$ cat src/rtl/nes_bus_pkg.sv
// Shared NES system-bus definitions: address type, default register addresses
// and the OAM DMA arbiter state encoding.
package nes_bus_pkg;

  typedef logic [15:0] bus_addr_t;

  localparam bus_addr_t DMA_REG_ADDR_DEF  = 16'h4014;
  localparam bus_addr_t OAM_DATA_ADDR_DEF = 16'h2004;

  typedef enum logic [2:0] {
    ST_IDLE,
    ST_HALT,
    ST_ALIGN,
    ST_READ,
    ST_WRITE
  } dma_state_e;

endpackage

$ cat src/rtl/oam_dma_arbiter.sv
// Arbitrates the system bus between the 6502 core and the 256-byte sprite DMA,
// stalling the CPU through RDY while a page is copied to the OAM data port.
module oam_dma_arbiter
  import nes_bus_pkg::*;
#(
  parameter logic [15:0] DMA_REG_ADDR  = DMA_REG_ADDR_DEF,
  parameter logic [15:0] OAM_DATA_ADDR = OAM_DATA_ADDR_DEF
) (
  input  logic        clk_ph1,
  input  logic        rst,
  input  logic [15:0] cpu_addr,
  input  logic [7:0]  cpu_data_out,
  input  logic        cpu_r_nw,
  input  logic [7:0]  bus_data_in,
  output logic [15:0] addr_bus,
  output logic [7:0]  data_bus_out,
  output logic        r_nw,
  output logic        cpu_rdy,
  output logic        dma_active
);

  dma_state_e state_q, state_d;
  logic       parity_q;
  logic [7:0] page_q, page_d;
  logic [7:0] idx_q, idx_d;
  logic [7:0] dma_data_q, dma_data_d;
  logic       cpu_rdy_q;
  logic       dma_active_q;
  bus_addr_t  src_addr;

  assign src_addr   = {page_q, idx_q};
  assign cpu_rdy    = cpu_rdy_q;
  assign dma_active = dma_active_q;

  always_ff @(posedge clk_ph1 or negedge rst) begin
    if (!rst) begin
      state_q      <= ST_IDLE;
      parity_q     <= 1'b0;
      page_q       <= 8'h00;
      idx_q        <= 8'h00;
      dma_data_q   <= 8'h00;
      cpu_rdy_q    <= 1'b1;
      dma_active_q <= 1'b0;
    end else begin
      state_q      <= state_d;
      parity_q     <= ~parity_q;
      page_q       <= page_d;
      idx_q        <= idx_d;
      dma_data_q   <= dma_data_d;
      // RDY/active track the state being entered so they are valid in that cycle
      cpu_rdy_q    <= (state_d == ST_IDLE);
      dma_active_q <= (state_d != ST_IDLE);
    end
  end

  always_comb begin
    state_d      = state_q;
    page_d       = page_q;
    idx_d        = idx_q;
    dma_data_d   = dma_data_q;
    addr_bus     = cpu_addr;
    data_bus_out = cpu_data_out;
    r_nw         = cpu_r_nw;

    case (state_q)
      ST_IDLE: begin
        if (!cpu_r_nw && (cpu_addr == DMA_REG_ADDR)) begin
          page_d  = cpu_data_out;
          idx_d   = 8'h00;
          state_d = ST_HALT;
        end
      end
      ST_HALT: begin
        // The CPU only honours RDY on a read; writes still in flight pass through.
        if (cpu_r_nw) begin
          state_d = parity_q ? ST_READ : ST_ALIGN;
        end
      end
      ST_ALIGN: begin
        state_d = ST_READ;
      end
      ST_READ: begin
        addr_bus     = src_addr;
        r_nw         = 1'b1;
        data_bus_out = 8'h00;
        dma_data_d   = bus_data_in;
        state_d      = ST_WRITE;
      end
      ST_WRITE: begin
        addr_bus     = OAM_DATA_ADDR;
        r_nw         = 1'b0;
        data_bus_out = dma_data_q;
        idx_d        = idx_q + 8'd1;
        state_d      = (idx_q == 8'hFF) ? ST_IDLE : ST_READ;
      end
      default: begin
        state_d = ST_IDLE;
      end
    endcase
  end

endmodule

$ cat config.mk
export PLATFORM = sky130hd
export DESIGN_NAME = oam_dma_arbiter
export DESIGN_NICKNAME = d
export VERILOG_FILES = /design/src/rtl/nes_bus_pkg.sv /design/src/rtl/oam_dma_arbiter.sv
export SDC_FILE = /design/constraint.sdc
export NUM_CORES = 1
export LEC_CHECK = 0
export ABC_AREA = 1
export BUFFER_PORTS_ARGS = -buffer_cell sky130_fd_sc_hd__buf_2
export CAP_MARGIN = 40
export CORE_ASPECT_RATIO = 1.75
export CORE_MARGIN = 3
export CORE_UTILIZATION = 45
export CTS_CLUSTER_DIAMETER = 80
export DETAILED_ROUTE_END_ITERATION = 7
export PLACE_DENSITY_LB_ADDON = 0.15
export SLEW_MARGIN = 20
export SYNTH_ARGS = -nofsm -noshare
export SYNTH_HDL_FRONTEND = slang
export SYNTH_SLANG_ARGS = --single-unit
$ cat constraint.sdc
create_clock -name clk_ph1 -period 1.4 [get_ports clk_ph1]
set_input_delay 0.14 -clock clk_ph1 [delete_from_list [all_inputs] [get_ports clk_ph1]]
set_output_delay 0.14 -clock clk_ph1 [all_outputs]
set_load 0.02 [all_outputs]
**Word level (Yosys, flattened, before mapping)**

Index checks and enable logic that the tools add are counted.

- Register bits: 30
- Logic and storage cells: 34
- Output and inout port bits: 27

- Multiplexer cells: 10
- Bitwise operators: 1
- Reductions and logical operators: 8
- Equality and inequality tests: 7
- Add/sub/neg operators: 1

Operators with widths:

| cell | count |
|---|---|
| one-hot mux 16 bit (2 select lines) | 1 |
| one-hot mux 8 bit (2 select lines) | 2 |
| equality test 16 x 15 -> 1 bit, second input constant | 1 |
| one-hot mux 3 bit (5 select lines) | 1 |
| adder 8 x 1 -> 8 bit, second input constant | 1 |
| equality test 8 bit, second input constant | 1 |
| two-way mux 8 bit | 1 |
| equality test 3 x 2 -> 1 bit, second input constant | 2 |
| zero test 3 bit | 2 |
| two-way mux 3 bit | 2 |
| AND reduction 2 bit | 2 |
| equality test 3 x 1 -> 1 bit, second input constant | 1 |
| equality test 3 bit, second input constant | 1 |
| nonzero test 3 bit | 1 |
| two-way mux 2 bit | 1 |
| != test 2 bit, second input constant | 1 |
| one-hot mux 1 bit (2 select lines) | 1 |
| nonzero test 2 bit | 1 |
| logical AND 1 bit | 1 |
| zero test 1 bit | 1 |
| two-way mux 1 bit | 1 |
| NOT 1 bit | 1 |

**Depth between registers and ports, before layout**

- Word-level depth: 5
- Depth in mapped cells: 8

**Worst setup path before layout**

Ideal clock, no wire load.

- Kind: flip-flop to output port
- From: register state_q[2]
- To: output port addr_bus[0]
- Required time: 1,260 ps
- Buffers on the path: 1
- Cell stages (with the launch flop): 5
- Setup slack: -159 ps
- Data arrival time: 1,419 ps
- Cell sequence: dfrtp_1 -> nor3_4 -> buf_6 -> inv_2 -> o21ai_0

- Cells in the longest elaborated chain, start to end: 2

RTL lines:

| element | line | RTL |
|---|---|---|
| from (decl) | oam_dma_arbiter.sv:22 | `dma_state_e state_q, state_d;` |
| from (signal assigned) | oam_dma_arbiter.sv:45 | `state_q <= state_d;` |
| equality test 3 bit / equality test 3 x 2 -> 1 bit (equally long branches) | oam_dma_arbiter.sv:65 | `case (state_q)` |
| one-hot mux 16 bit (2 select lines) (*) | oam_dma_arbiter.sv:65 |  |
| to (decl) | oam_dma_arbiter.sv:15 | `output logic [15:0] addr_bus,` |

Mark *: on every way between the ends. The rest lies on a longest branch, timed or not.

**Worst setup path in the final report**

- From: register state_q[2]
- To: output port data_bus_out[3]

- Cells in the longest elaborated chain, start to end: 2

RTL lines:

| element | line | RTL |
|---|---|---|
| equality test 3 bit / equality test 3 x 2 -> 1 bit (equally long branches) | oam_dma_arbiter.sv:65 |  |
| one-hot mux 8 bit (2 select lines) (*) | oam_dma_arbiter.sv:65 |  |
| to (decl) | oam_dma_arbiter.sv:16 | `output logic [7:0] data_bus_out,` |

Marked as above.

==> results.toml <==
[sta]
worst_pin_slew_ns = 0.395
fmax_mhz = 567
setup_viol = 25
fin_ws_ns = -0.365
finalHoldViolCount = 0
drv_slew = 0
rsz0062_at_grt = "true"
slew_headroom = 0.737
period_needed_ns = 1.76
skew_ns = 0.00458
timing.final.crit_share = 1.26

[setup_path]
cp.arrival_ns = 1.62
cp_slowest_stage_delay_ns = 0.46
crit_path_frequent_cell = "inv_6"
critPathKind = "register to output pin"
crit_required_ns = 1.26
cp-start-kind = "register"
rr_endpoint = "idx_q[7]"
crit_slowest_cell = "dfrtp_2"
reg2reg_slack_ns = 0
crit_chain = "nand2_4 -> inv_6 -> nor2_4 -> inv_6 -> buf_12 -> o21ai_4 -> buf_6"
rr_startpoint = "state_q[0]"
crit_path_end_kind = "output pin"
reg2reg_depth = 8
critical_path_peak_fanout = 7

[power_and_ir_drop]
p_total_uw = 2070
power.switching_uw = 521
p_int_uw = 1550
p_leak_uw = 0.00151
swShare = 0.252
p_seq_frac = 0.429
power.density_nw_per_um2 = 738
pwr-share-clk = 0.418
peakVddDrop_mv = 1.13
combPwrFrac = 0.153

[yosys]
synth_area_leaders = "dfrtp_1, nand2_1, o21ai_2, inv_1, nor2_1"
synth_ff_type = "dfrtp_1"
ys_seq_elements = 30
seq_area_frac_synth = 0.416
syn_area_sq_um = 1810
yosysWarningCount = 0
async_flop_share = 1.00
synth_edf_count = 0
syn_nets = 280
synth_top_cell_area_share = 0.401
synth_cell_types = 26
synth_cells = 244
syn_avg_cell_area_sq_um = 7.41
yosysTopAreaCell = "dfrtp_1"

[clocking]
insertion_delay_ns = 0.29
cts_made_buffers = 5
cts_tree = "done"
clockBufferDepth = 2
clockRootBuffer = "clkbuf_8"
cts_max_level = 2
cts_sinks = 30
clk_pin_slew_ns = 0.07

[finish]
final_common_cell = "nand2_1"
drive_above_1_share = 0.442
diodes = 0
final_cell_mix = "nand2_1, buf_2, inv_1"
nNetsFinal = 374
final_cells = 385
area_growth_pct = 55.0

[floorplan]
start_util = 0.484
core_area_sq_um = 3740
die_area_sq_um = 4850
pin_count = 62
die_w_um = 53.9
row_count = 29
fp.dieH_um = 89.9

[outcome]
outcome = "finished, violations left"
violations = "negative setup slack"

[placed_design]
hpwl_mm = 3.89
globalplace.congestion = 0.862
portBuffers = 61
place_ws_ns = -0.0698
placed_cells = 367

[hold_path]
hp-class = "input pin to register"
worstHoldStart = "bus_data_in[6]"
holdPathStages = 3
whs_endpoint = "dma_data_q[6]"

[grt]
antenna_found_initial = 0
grt_max_degree = 31
grt.total_usage = 0.246
grt_pass1_wl_mm = 8.85
first_global_vias = 1998
grt-ovfl-total = 0

[routing]
drc_errors = 0
drtIter0Drc = 47
dr_total_vias = 1954
ant_nets = 0
routedWlPerCell_um = 14.1
drt_pass1_iterations = 4
viasPerCell = 5.08
wl_mm = 5.44

[flow_run]
cap_violations = 0
## state kept, by name, summed over array words and instances (netlist names)
register    cells
page_q          8
dma_data_q      8
cpu_rdy         1
dma_active      1
idx_q           8
state_q         3
parity_q        1
## worst max-delay path: cells and delay by family (launching register included)
family	cells	cell delay (ns)
simple gates	2	0.33
buf+inv	4	0.42
flops	1	0.46
compound gates	1	0.12
## worst max-delay path by stage
stage / startpoint / end / cells past startpoint
after floorplan: state_q[2] / addr_bus[9] / 5
after global routing: state_q[2] / data_bus_out[6] / 6
after detailed placement: state_q[1] / addr_bus[2] / 7
after CTS: state_q[1] / addr_bus[8] / 6
final: state_q[2] / data_bus_out[3] / 7
after global placement: state_q[1] / addr_bus[2] / 7
## layout make-up
type | instances | area [sq um]
inverter | 35 | 149
timing repair inverter | 1 | 6.26
clock inverter | 3 | 40.0
timing repair buffer | 93 | 708
sequential | 30 | 754
multi-input combinational | 172 | 1020
clock buffer | 5 | 68.8
fill | 285 | 933
tap | 46 | 57.6
## per-layer routing
| metal | share of wire | wire, um | track usage |
|---|---|---|---|
| met2 | 0.52 | 2830 | 0.401 |
| met3 | 0.060 | 326 | 0.0530 |
| met4 | 0.048 | 259 | 0.143 |
| met5 | 0 | 0 | 0 |
| met1 | 0.37 | 2030 | 0.278 |
## per-stage QoR
step / setup TNS (ns) / hold WS [ns] / area [sq um] / util
3_5_place_dp: -0.709 / 0.178 / 2400 / 0.643
5_1_grt: -11.66 / 0.0618 / 2800 / 0.750
3_3_place_gp: -0.411 / 0.182 / 2400 / 0.643
6_report: -7.84 / 0.0518 / 2800 / 0.750
4_1_cts: -7.44 / 0.0491 / 2750 / 0.735
2_1_floorplan: -0.757 / -0.156 / 1910 / -
## power groups by stage
stage	registers [uW]	clock network [uW]	logic, uW
finish	888	864	316
global route	889	922	343
CTS	888	877	308
detailed placement	904	0	272
global placement	903	0	271
floorplan	904	0	141
## cells by family (layout without fill, tap and decap cells)
| group | after synthesis | after routing | synth area share |
|---|---|---|---|
| buf+inv | 42 | 137 | 0.110 |
| compound gates | 37 | 37 | 0.147 |
| fa+ha+maj | 1 | 1 | 0.00691 |
| simple gates | 134 | 134 | 0.321 |
| flops | 30 | 30 | 0.416 |
## timing repair
action / 4_1_cts / 5_1_grt
gates cloned: 2 / 0
pin swaps: 4 / 7
gates resized for setup: 46 / 21
endpoints found under the hold margin: 29 / 0
setup endpoints to repair: 25 / 52
hold buffers: 1 / 0
buffers inserted: 8 / 0
## synthesized netlist by cell type, types with 2 or more instances
library cell,instances
a21oi_1,2
dfrtp_1,29
o21ai_0,14
o21ai_2,15
inv_1,32
buf_6,4
nor3_1,2
buf_2,3
nand2_1,74
nand3_1,20
nand4_1,4
a22o_1,4
nor2_1,28
No activity file was read; power rests on OpenSTA's default activity.
